`src/rtl/dmac_sync_pkg.sv`:
```
// dmac_sync_pkg
//   Shared types and defaults for the DMAC source-side synchronisation path.
//   pacer_state_e : state encoding of dma_event_pacer
//   DEF_GAP_CYC   : default idle cycles forced after every pacer pulse
//   DEF_MAX_PEND  : default depth of the pacer event queue
package dmac_sync_pkg;

  typedef enum logic [1:0] {
    PACER_IDLE,
    PACER_FIRE,
    PACER_GAP
  } pacer_state_e;

  localparam int DEF_GAP_CYC  = 6;
  localparam int DEF_MAX_PEND = 15;

endpackage : dmac_sync_pkg

```
`src/rtl/dma_event_pacer.sv`:
```
// dma_event_pacer
//   Counts single-cycle event requests in the 100 MHz source domain and re-issues them
//   as single-cycle pulses spaced GAP_CYC+1 cycles apart, so a toggle-based pulse
//   synchronizer into the 50 MHz destination never loses an event.
//
//   Ports
//     src_clk_i   in   source clock
//     src_rstn_i  in   asynchronous active-low reset
//     evt_req_i   in   one event per high cycle
//     flush_i     in   synchronous clear of all queued events
//     pulse_o     out  registered one-cycle pulse to synchronizer d_in
//     pending_o   out  queued events, including the one firing
//     full_o      out  pending_o == MAX_PEND
//     busy_o      out  FSM not idle or events queued
//     ovf_clr_i   in   clear sticky overflow      (DMA_EVENT_PACER_OVF_EN only)
//     ovf_o       out  sticky full-drop overflow  (DMA_EVENT_PACER_OVF_EN only)
//
//   Build option: define DMA_EVENT_PACER_OVF_EN to add the overflow flag.
//
//   state | meaning
//   ------+-----------------------------------------------------------
//   IDLE  | nothing firing; leaves as soon as the queue is non-empty
//   FIRE  | pulse_o high for exactly one cycle, consumes one event
//   GAP   | GAP_CYC forced idle cycles to keep the synchronizer safe
module dma_event_pacer
  import dmac_sync_pkg::*;
#(
  parameter int  MAX_PEND = DEF_MAX_PEND,
  parameter int  GAP_CYC  = DEF_GAP_CYC,
  localparam int CNT_W    = $clog2(MAX_PEND + 1)
) (
  input  logic             src_clk_i,
  input  logic             src_rstn_i,
  input  logic             evt_req_i,
  input  logic             flush_i,
`ifdef DMA_EVENT_PACER_OVF_EN
  input  logic             ovf_clr_i,
  output logic             ovf_o,
`endif
  output logic             pulse_o,
  output logic [CNT_W-1:0] pending_o,
  output logic             full_o,
  output logic             busy_o
);

  localparam int               GAP_W    = $clog2(GAP_CYC + 1);
  localparam logic [CNT_W-1:0] MAX_C    = CNT_W'(MAX_PEND);
  localparam logic [GAP_W-1:0] GAP_LOAD = GAP_W'(GAP_CYC - 1);

  pacer_state_e     state_q;
  logic             pulse_q;
  logic [GAP_W-1:0] gap_q;
  logic [CNT_W-1:0] pending_q, pending_d;
  logic             full;
  logic             dec;
  logic             acc;
  logic             drop;

  assign full = (pending_q == MAX_C);
  // A flush in the FIRE cycle suppresses the decrement; the queue is cleared instead.
  assign dec  = (state_q == PACER_FIRE) && (pending_q != '0) && !flush_i;
  assign acc  = evt_req_i && !flush_i;
  // Only a request arriving while full with nothing leaving is lost.
  assign drop = acc && full && !dec;

  always_comb begin
    pending_d = pending_q;
    if (flush_i) begin
      pending_d = '0;
    end else if (acc && !dec) begin
      if (!full) pending_d = pending_q + 1'b1;
    end else if (!acc && dec) begin
      pending_d = pending_q - 1'b1;
    end
  end

  always_ff @(posedge src_clk_i or negedge src_rstn_i) begin
    if (!src_rstn_i) pending_q <= '0;
    else             pending_q <= pending_d;
  end

  // Leaving IDLE/GAP is held off during a flush so a flushed event never fires.
  always_ff @(posedge src_clk_i or negedge src_rstn_i) begin
    if (!src_rstn_i) begin
      state_q <= PACER_IDLE;
      pulse_q <= 1'b0;
      gap_q   <= '0;
    end else begin
      case (state_q)
        PACER_IDLE: begin
          pulse_q <= 1'b0;
          if ((pending_q != '0) && !flush_i) begin
            state_q <= PACER_FIRE;
            pulse_q <= 1'b1;
          end
        end
        PACER_FIRE: begin
          state_q <= PACER_GAP;
          pulse_q <= 1'b0;
          gap_q   <= GAP_LOAD;
        end
        PACER_GAP: begin
          pulse_q <= 1'b0;
          if (gap_q == '0) begin
            if ((pending_q != '0) && !flush_i) begin
              state_q <= PACER_FIRE;
              pulse_q <= 1'b1;
            end else begin
              state_q <= PACER_IDLE;
            end
          end else begin
            gap_q <= gap_q - 1'b1;
          end
        end
        default: begin
          state_q <= PACER_IDLE;
          pulse_q <= 1'b0;
        end
      endcase
    end
  end

`ifdef DMA_EVENT_PACER_OVF_EN
  logic ovf_q;

  // Set wins over a same-cycle clear.
  always_ff @(posedge src_clk_i or negedge src_rstn_i) begin
    if (!src_rstn_i)    ovf_q <= 1'b0;
    else if (drop)      ovf_q <= 1'b1;
    else if (ovf_clr_i) ovf_q <= 1'b0;
  end

  assign ovf_o = ovf_q;
`else
  logic unused_drop;
  assign unused_drop = drop;
`endif

  assign pulse_o   = pulse_q;
  assign pending_o = pending_q;
  assign full_o    = full;
  assign busy_o    = (state_q != PACER_IDLE) || (pending_q != '0);

endmodule : dma_event_pacer

```
`config.mk`:
```
export PLATFORM = sky130hd
export DESIGN_NAME = dma_event_pacer
export DESIGN_NICKNAME = d
export VERILOG_FILES = /design/src/rtl/dmac_sync_pkg.sv /design/src/rtl/dma_event_pacer.sv
export SDC_FILE = /design/constraint.sdc
export NUM_CORES = 1
export LEC_CHECK = 0
export CORE_AREA = 2 2 39 41
export DETAILED_ROUTE_END_ITERATION = 12
export DIE_AREA = 0 0 41 43
export GPL_TIMING_DRIVEN = 0
export HOLD_SLACK_MARGIN = 0.15
export PLACE_DENSITY = 0.8
export RECOVER_POWER = 100
export SLEW_MARGIN = 20
export SYNTH_ARGS = -nofsm -noshare
export SYNTH_HDL_FRONTEND = slang
export SYNTH_SLANG_ARGS = --single-unit
```
`constraint.sdc`:
```
create_clock -name src_clk_i -period 4.9 [get_ports src_clk_i]
set_clock_uncertainty 0.15 [all_clocks]
set_input_delay 0.735 -clock src_clk_i [delete_from_list [all_inputs] [get_ports src_clk_i]]
set_output_delay 0.735 -clock src_clk_i [all_outputs]
set_load 0.01 [all_outputs]
```
==> impl_results.md, run 1 <==
* Yosys reg bits at 10
* CP Capture Type: output port
* Fmax at 314 MHz
* CTS root buf: clkbuf_4
* Nets@finish at 98
* Crit path from: pending_o[1]
* Post-CTS Repair Setup Buffers at 0
* DP HPWL at about 1100 µm
* Most common cell after layout, fill and taps aside: dfrtp_1
* Synth warnings at 0
* Syn Inst Count at between 70 and 80
* Internal reg-to-reg setup slack at 1730 ps
* Status: complete, no violations
* Hold buffers post-CTS at 0
* Pre-CTS WS at 1870 ps
* CTS tree: built
* Die ar. at roughly 0.0018 mm²
* VDD IR-drop max at 0.000234 V
* FF-to-FF End: pending_o[3]
* I/O pins at 11
* Share of post-route cells with drive strength above 1 at 6.82%
* Crit path time final at 3190 ps
* Residual DRC at 0
* Initial cell density of the core at 50.2%
* Post-cts gate resize count at 0
* DRT iter0 DRCs at 10
* Final instance area at 822 µm²
* Final Setup Violations at 0
* Initial DRT Pass Iterations at 4
* Die Y at 43 µm
* Clock buffer depth at 2
* Total core area at 0.00138 mm²
* Endpoints failing hold at 0
* Top cell type's share of synthesized area at 36.0%
* Largest net degree at the start of global routing at 11
* Filler-free cell count of the finished design at between 100 and 150
* Rows at 14
* Routed Antenna Nets at 0
* Clock Latency Late Sink at 270 ps
* Post-synth cell types at 30
* Die Span X at 41 µm
* Worst Hold Margin at 390 ps
* CP arrival at 2300 ps
* Total CTS buffers at 3
* # placed instances at 100
* First-pass GRT wire length at around 2500 µm
* Unrepaired setup endpoints after global routing: no
* Setup slack after layout at 1710 ps
* Initial antenna violation count at 0
* Area Overhead vs Synth at 18.4%
* Post-route clock period utilization at 65.1%
* Overall Power at 0.421 mW
* Pleak at 0.381 nW
* Syn_area_per_cell at 9.38 µm²
* Length in cells of the worst reg-to-reg path at 7
* Sum Neg Setup Slack at 0 ps
* Routability Congestion at 0.719
* Post-DR wirelength/cell at between 10 and 15 µm
* Antenna cells at 0
* Crit Path Max Fanout at 8
* H-tree levels at 1
* Finished Core Util at 59.4%
* Max Slew Vio Count at 0
* Worst min path class: reg2reg
* Mapped cell area at 694 µm²
* Most frequent cells in the layout: dfrtp_1 (10), dlygate4sd3_1 (9), inv_1 (8)
* Crit path kind: reg2out
* Buffers added on ports at 10
* Clock sinks at 10
* Worst flop-to-flop path startpoint: pending_o[1]
* Worst setup SP type: register
* Slew of the pin with the lowest slew margin at between 1000 and 1500 ps
* Placed Area at 815 µm²
* Vias in the first global route at 575
* Final wirelength at 1510 µm
* End of the critical path: busy_o
* Grt total ovfl at 0
* Syn_nets at between 80 and 90
* Clock slew at reported path FFs at about 70 ps
* Sequential share of the synthesized area at about 36%
* Synth top area cells: dfrtp_1 (36%), ha_1 (7.2%), nand2b_1 (4.5%), inv_1 (4.3%), a21oi_1 (3.6%)
* Pwr/cell area at 512 mW/mm²
* Via density at 6.08
* GRT Util Overall at 21.1%
* Slew margin rel. at 26.5%
* Max Cap Violations at 0
* Vias at 632
* Req. time, crit path at 4010 ps
* Yosys top cell by area: dfrtp_1
## sequential cells by signal, indices dropped and copies added (netlist names)
register	count
gap_q	3
pending_o	4
pulse_o	1
state_q	2
## final cells by class
cell class / instances / area, µm²
buffer: 2 / 8.76
clock buffer: 4 / 36.3
fill: 125 / 562
inverter: 8 / 30.0
multi-input combinational: 54 / 377
sequential: 10 / 250
tap: 16 / 20.0
timing repair buffer: 10 / 100
## cells in the mapped netlist
cell and number:
inv_1 8, nor2_1 3, xnor2_1 1, o211ai_4 1
nor4_1 1, fa_1 1, a2bb2oi_1 1, nand3_1 2
a22oi_1 1, a22o_1 1, nand4_1 2, o41ai_1 1
a21oi_1 5, clkbuf_1 1, mux2i_1 2, nor3_1 4
or3_1 1, a21o_2 1, nor4_4 1, o2111ai_1 1
a211oi_1 1, dfrtp_1 10, o21ai_0 4, o311ai_0 1
nand2_1 5, or4_1 2, ha_1 4, nand2b_1 5
o311a_1 2, buf_2 1
## report_power, final
part	internal (mW)	switching, mW	total (mW)
clock	0.0451	0.0290	0.0741
combinational	0.0956	0.108	0.203
sequential	0.112	0.0307	0.143
total	0.253	0.168	0.421
## routing by layer
layer | up-vias | part of all wire [%] | track usage (%)
li1 | 306 | - | -
met1 | 305 | 44 | 27.9
met2 | 17 | 50 | 31.3
met3 | 4 | 2.6 | 3.14
met4 | 0 | 2.7 | 12.0
met5 | - | 0 | 0
## cell families after synthesis
group	count (synthesis)	share of synthesized area, %
simple gates	26	22.0
compound gates	20	22.2
buf+inv	10	5.58
flops	10	36.0
fa+ha+maj	5	10.1
mux	2	2.88
xor+xnor	1	1.26
## critical path, cell delays in order, from the launching register on
cell and delay [ps]:
dfrtp_1 450, nor4_1 950, nand2_1 110, clkdlybuf4s50_1 520
## worst min path at each step
stage / endpoint / start / depth (start not counted)
detailed placement: gap_q[2] / gap_q[2] / 2
floorplan: gap_q[0] / src_rstn_i / 0
CTS: gap_q[2] / gap_q[2] / 2
global placement: gap_q[2] / gap_q[2] / 2
finish: gap_q[2] / gap_q[2] / 2
global route: gap_q[2] / gap_q[2] / 2
Note: power is estimated with default switching activity, not from simulation.
==> run 2, diff against run 1 <==
CORE_AREA = unset   (was 2 2 39 41)
CORE_UTILIZATION = 51   (was unset)
DIE_AREA = unset   (was 0 0 41 43)
PLACE_DENSITY = 0.78   (was 0.8)
clock period = 3.1 ns   (was 4.9 ns; I/O delays follow)
==> run 2 against run 1 <==
Via count decreased by 0.16%; critical endpoint unchanged; total power increased by 54%; clock power increased by 16%; sequential power increased by 60%; sequential cell count unchanged; worst setup slack got worse by 1300 ps; largest cell class unchanged.
==> impl_results.md, run 2 (synthesis gave the netlist of run 1 again) <==
* Final Setup Violations at 0
* H-tree levels at 1
* Critical path buffers and inverters at 1
* Rows at 12
* Nets@finish at 98
* Post-CTS Repair Setup Buffers at 0
* Crit path cell chain: nor4_2 -> nand2_1 -> clkdlybuf4s50_1
* Die Y at 38.9 µm
* GRT Util Overall at roughly 24%
* Endpoints failing hold at 0
* Crit path time final at 2670 ps
* Hold buffers post-CTS at 0
* Max Cap Violations at 0
* Initial DRT Pass Iterations at 4
* Via density at approximately 6.2
* First-pass GRT wire length at 2420 µm
* Slew of the pin with the lowest slew margin at roughly 850 ps
* Req. time, crit path at 2480 ps
* Pwr/cell area at 787 mW/mm²
* CTS tree: built
* Max reg flops at 4
* Initial cell density of the core at 58.5%
* Vias at 631
* Pint at 0.378 mW
* Crit Path Max Fanout at 8
* Most frequent cells in the layout: dfrtp_1 (10), dlygate4sd3_1 (9), inv_1 (8)
* Clock Power Share at 13.3%
* Crit-path leading delay family: simple AND/OR/NAND/NOR gates
* Share of post-route cells with drive strength above 1 at 8.05%
* Antenna cells at 0
* Die ar. at 0.00151 mm²
* Worst min path class: reg2reg
* DP HPWL at between 1000 and 1500 µm
* Buffers added on ports at 10
* Switching Power at roughly 0.27 mW
* Status: complete, no violations
* Pleak at 0.380 nW
* Sum Neg Setup Slack at 0 ps
* Clock buffer depth at 2
* Fmax at 375 MHz
* Worst setup SP type: register
* Overall Power at 0.650 mW
* Post-cts gate resize count at 0
* Slew margin rel. at 42.5%
* Internal reg-to-reg setup slack at 480 ps
* Area Overhead vs Synth at 18.9%
* CP arrival at 2050 ps
* Routability Congestion at between 0.7 and 0.8
* Max incr delay on CP at around 720 ps
* Unrepaired setup endpoints after global routing: no
* Total CTS buffers at 3
* CTS root buf: clkbuf_4
* Initial antenna violation count at 0
* Largest net degree at the start of global routing at 11
* VDD IR-drop max at 0.000464 V
* Most common cell after layout, fill and taps aside: dfrtp_1
* I/O pins at 11
* Residual DRC at 0
* Vias in the first global route at 535
* Clock Latency Late Sink at 270 ps
* Seq pwr share at a little over a third
* Routed Antenna Nets at 0
* Filler-free cell count of the finished design at 101
* Combinational share of power at 51.5%
* Max Slew Vio Count at 0
* Crit path kind: reg2out
* DRT iter0 DRCs at 24
* Die Span X at 38.9 µm
* Sw Ratio at 41.8%
* Slowest cell on crit path: nor4_2
* CP Capture Type: output port
* Post-DR wirelength/cell at 14.6 µm
* Clock sinks at 10
* Total core area at 0.00119 mm²
* Clock slew at reported path FFs at 60 ps
* # placed instances at 98
* Final wirelength at ~1500 µm
* Post-route clock period utilization at 86.0%
* Grt total ovfl at 0
run 2: cell types whose count changed in the layout (fill, tap and decap cells not counted):
cell	previous run	this run
o211ai_1	1	0
nor4_2	0	1
nor4_1	2	1
clkbuf_8	1	0
o211ai_4	0	1
run 2: cell type report:
class                           count  area [µm²]
Tap cell                           14        17.5
Clock buffer                        3        22.5
Inverter                            8        30.0
Multi-Input combinational cell     54         397
Fill cell                         117         360
Sequential cell                    10         250
Timing Repair Buffer               10         100
Buffer                              2        8.76
run 2: worst reg2reg max path, stage by stage, from the launching register on:
cell,delay (ps)
dfrtp_1,450
nor4_2,720
o211ai_4,210
ha_1,340
a21o_2,130
a21oi_1,70
or4_1,400
nand4_1,90
run 2: per-layer routing:
| metal | routed length, µm | global-route usage, % | part of all wire [%] | up-vias |
|---|---|---|---|---|
| met3 | 73 | 8.67 | 5.0 | 2 |
| met2 | 699 | 37.5 | 48 | 20 |
| met5 | 0 | 0 | 0 | - |
| met1 | 689 | 32.7 | 47 | 305 |
| met4 | 8 | 5.17 | 0.54 | 0 |
| li1 | - | - | - | 304 |
run 2: worst paths after layout:
path / from / to / depth (start not counted)
worst min-delay path: gap_q[2] / gap_q[2] / 2
worst min register to register: gap_q[2] / gap_q[2] / 2
worst max register to register: pending_o[1] / pending_o[3] / 7
max in group asynchronous: src_rstn_i / gap_q[1] / 1
min in group asynchronous: src_rstn_i / state_q[1] / 1
worst max-delay path: pending_o[1] / busy_o / 3
run 2: power by group through the flow:
stage | clock, mW | sequential (mW) | combinational, mW
after global routing | 0.0984 | 0.237 | 0.377
after CTS | 0.0896 | 0.233 | 0.347
after detailed placement | 0 | 0.236 | 0.344
after global placement | 0 | 0.231 | 0.330
final | 0.0861 | 0.229 | 0.335
after floorplan | 0 | 0.231 | 0.235
run 2: metrics by stage:
| step | setup WS, ps | utilization, % | hold slack [ps] | instance area, µm² |
|---|---|---|---|---|
| after floorplan | 829 | - | 19.4 | 694 |
| after global placement | 339 | 68.5 | 367 | 812 |
| after detailed placement | 270 | 68.5 | 377 | 812 |
| after CTS | 528 | 70.4 | 368 | 835 |
| after global routing | 303 | 69.6 | 428 | 826 |
| final | 434 | 69.6 | 396 | 826 |
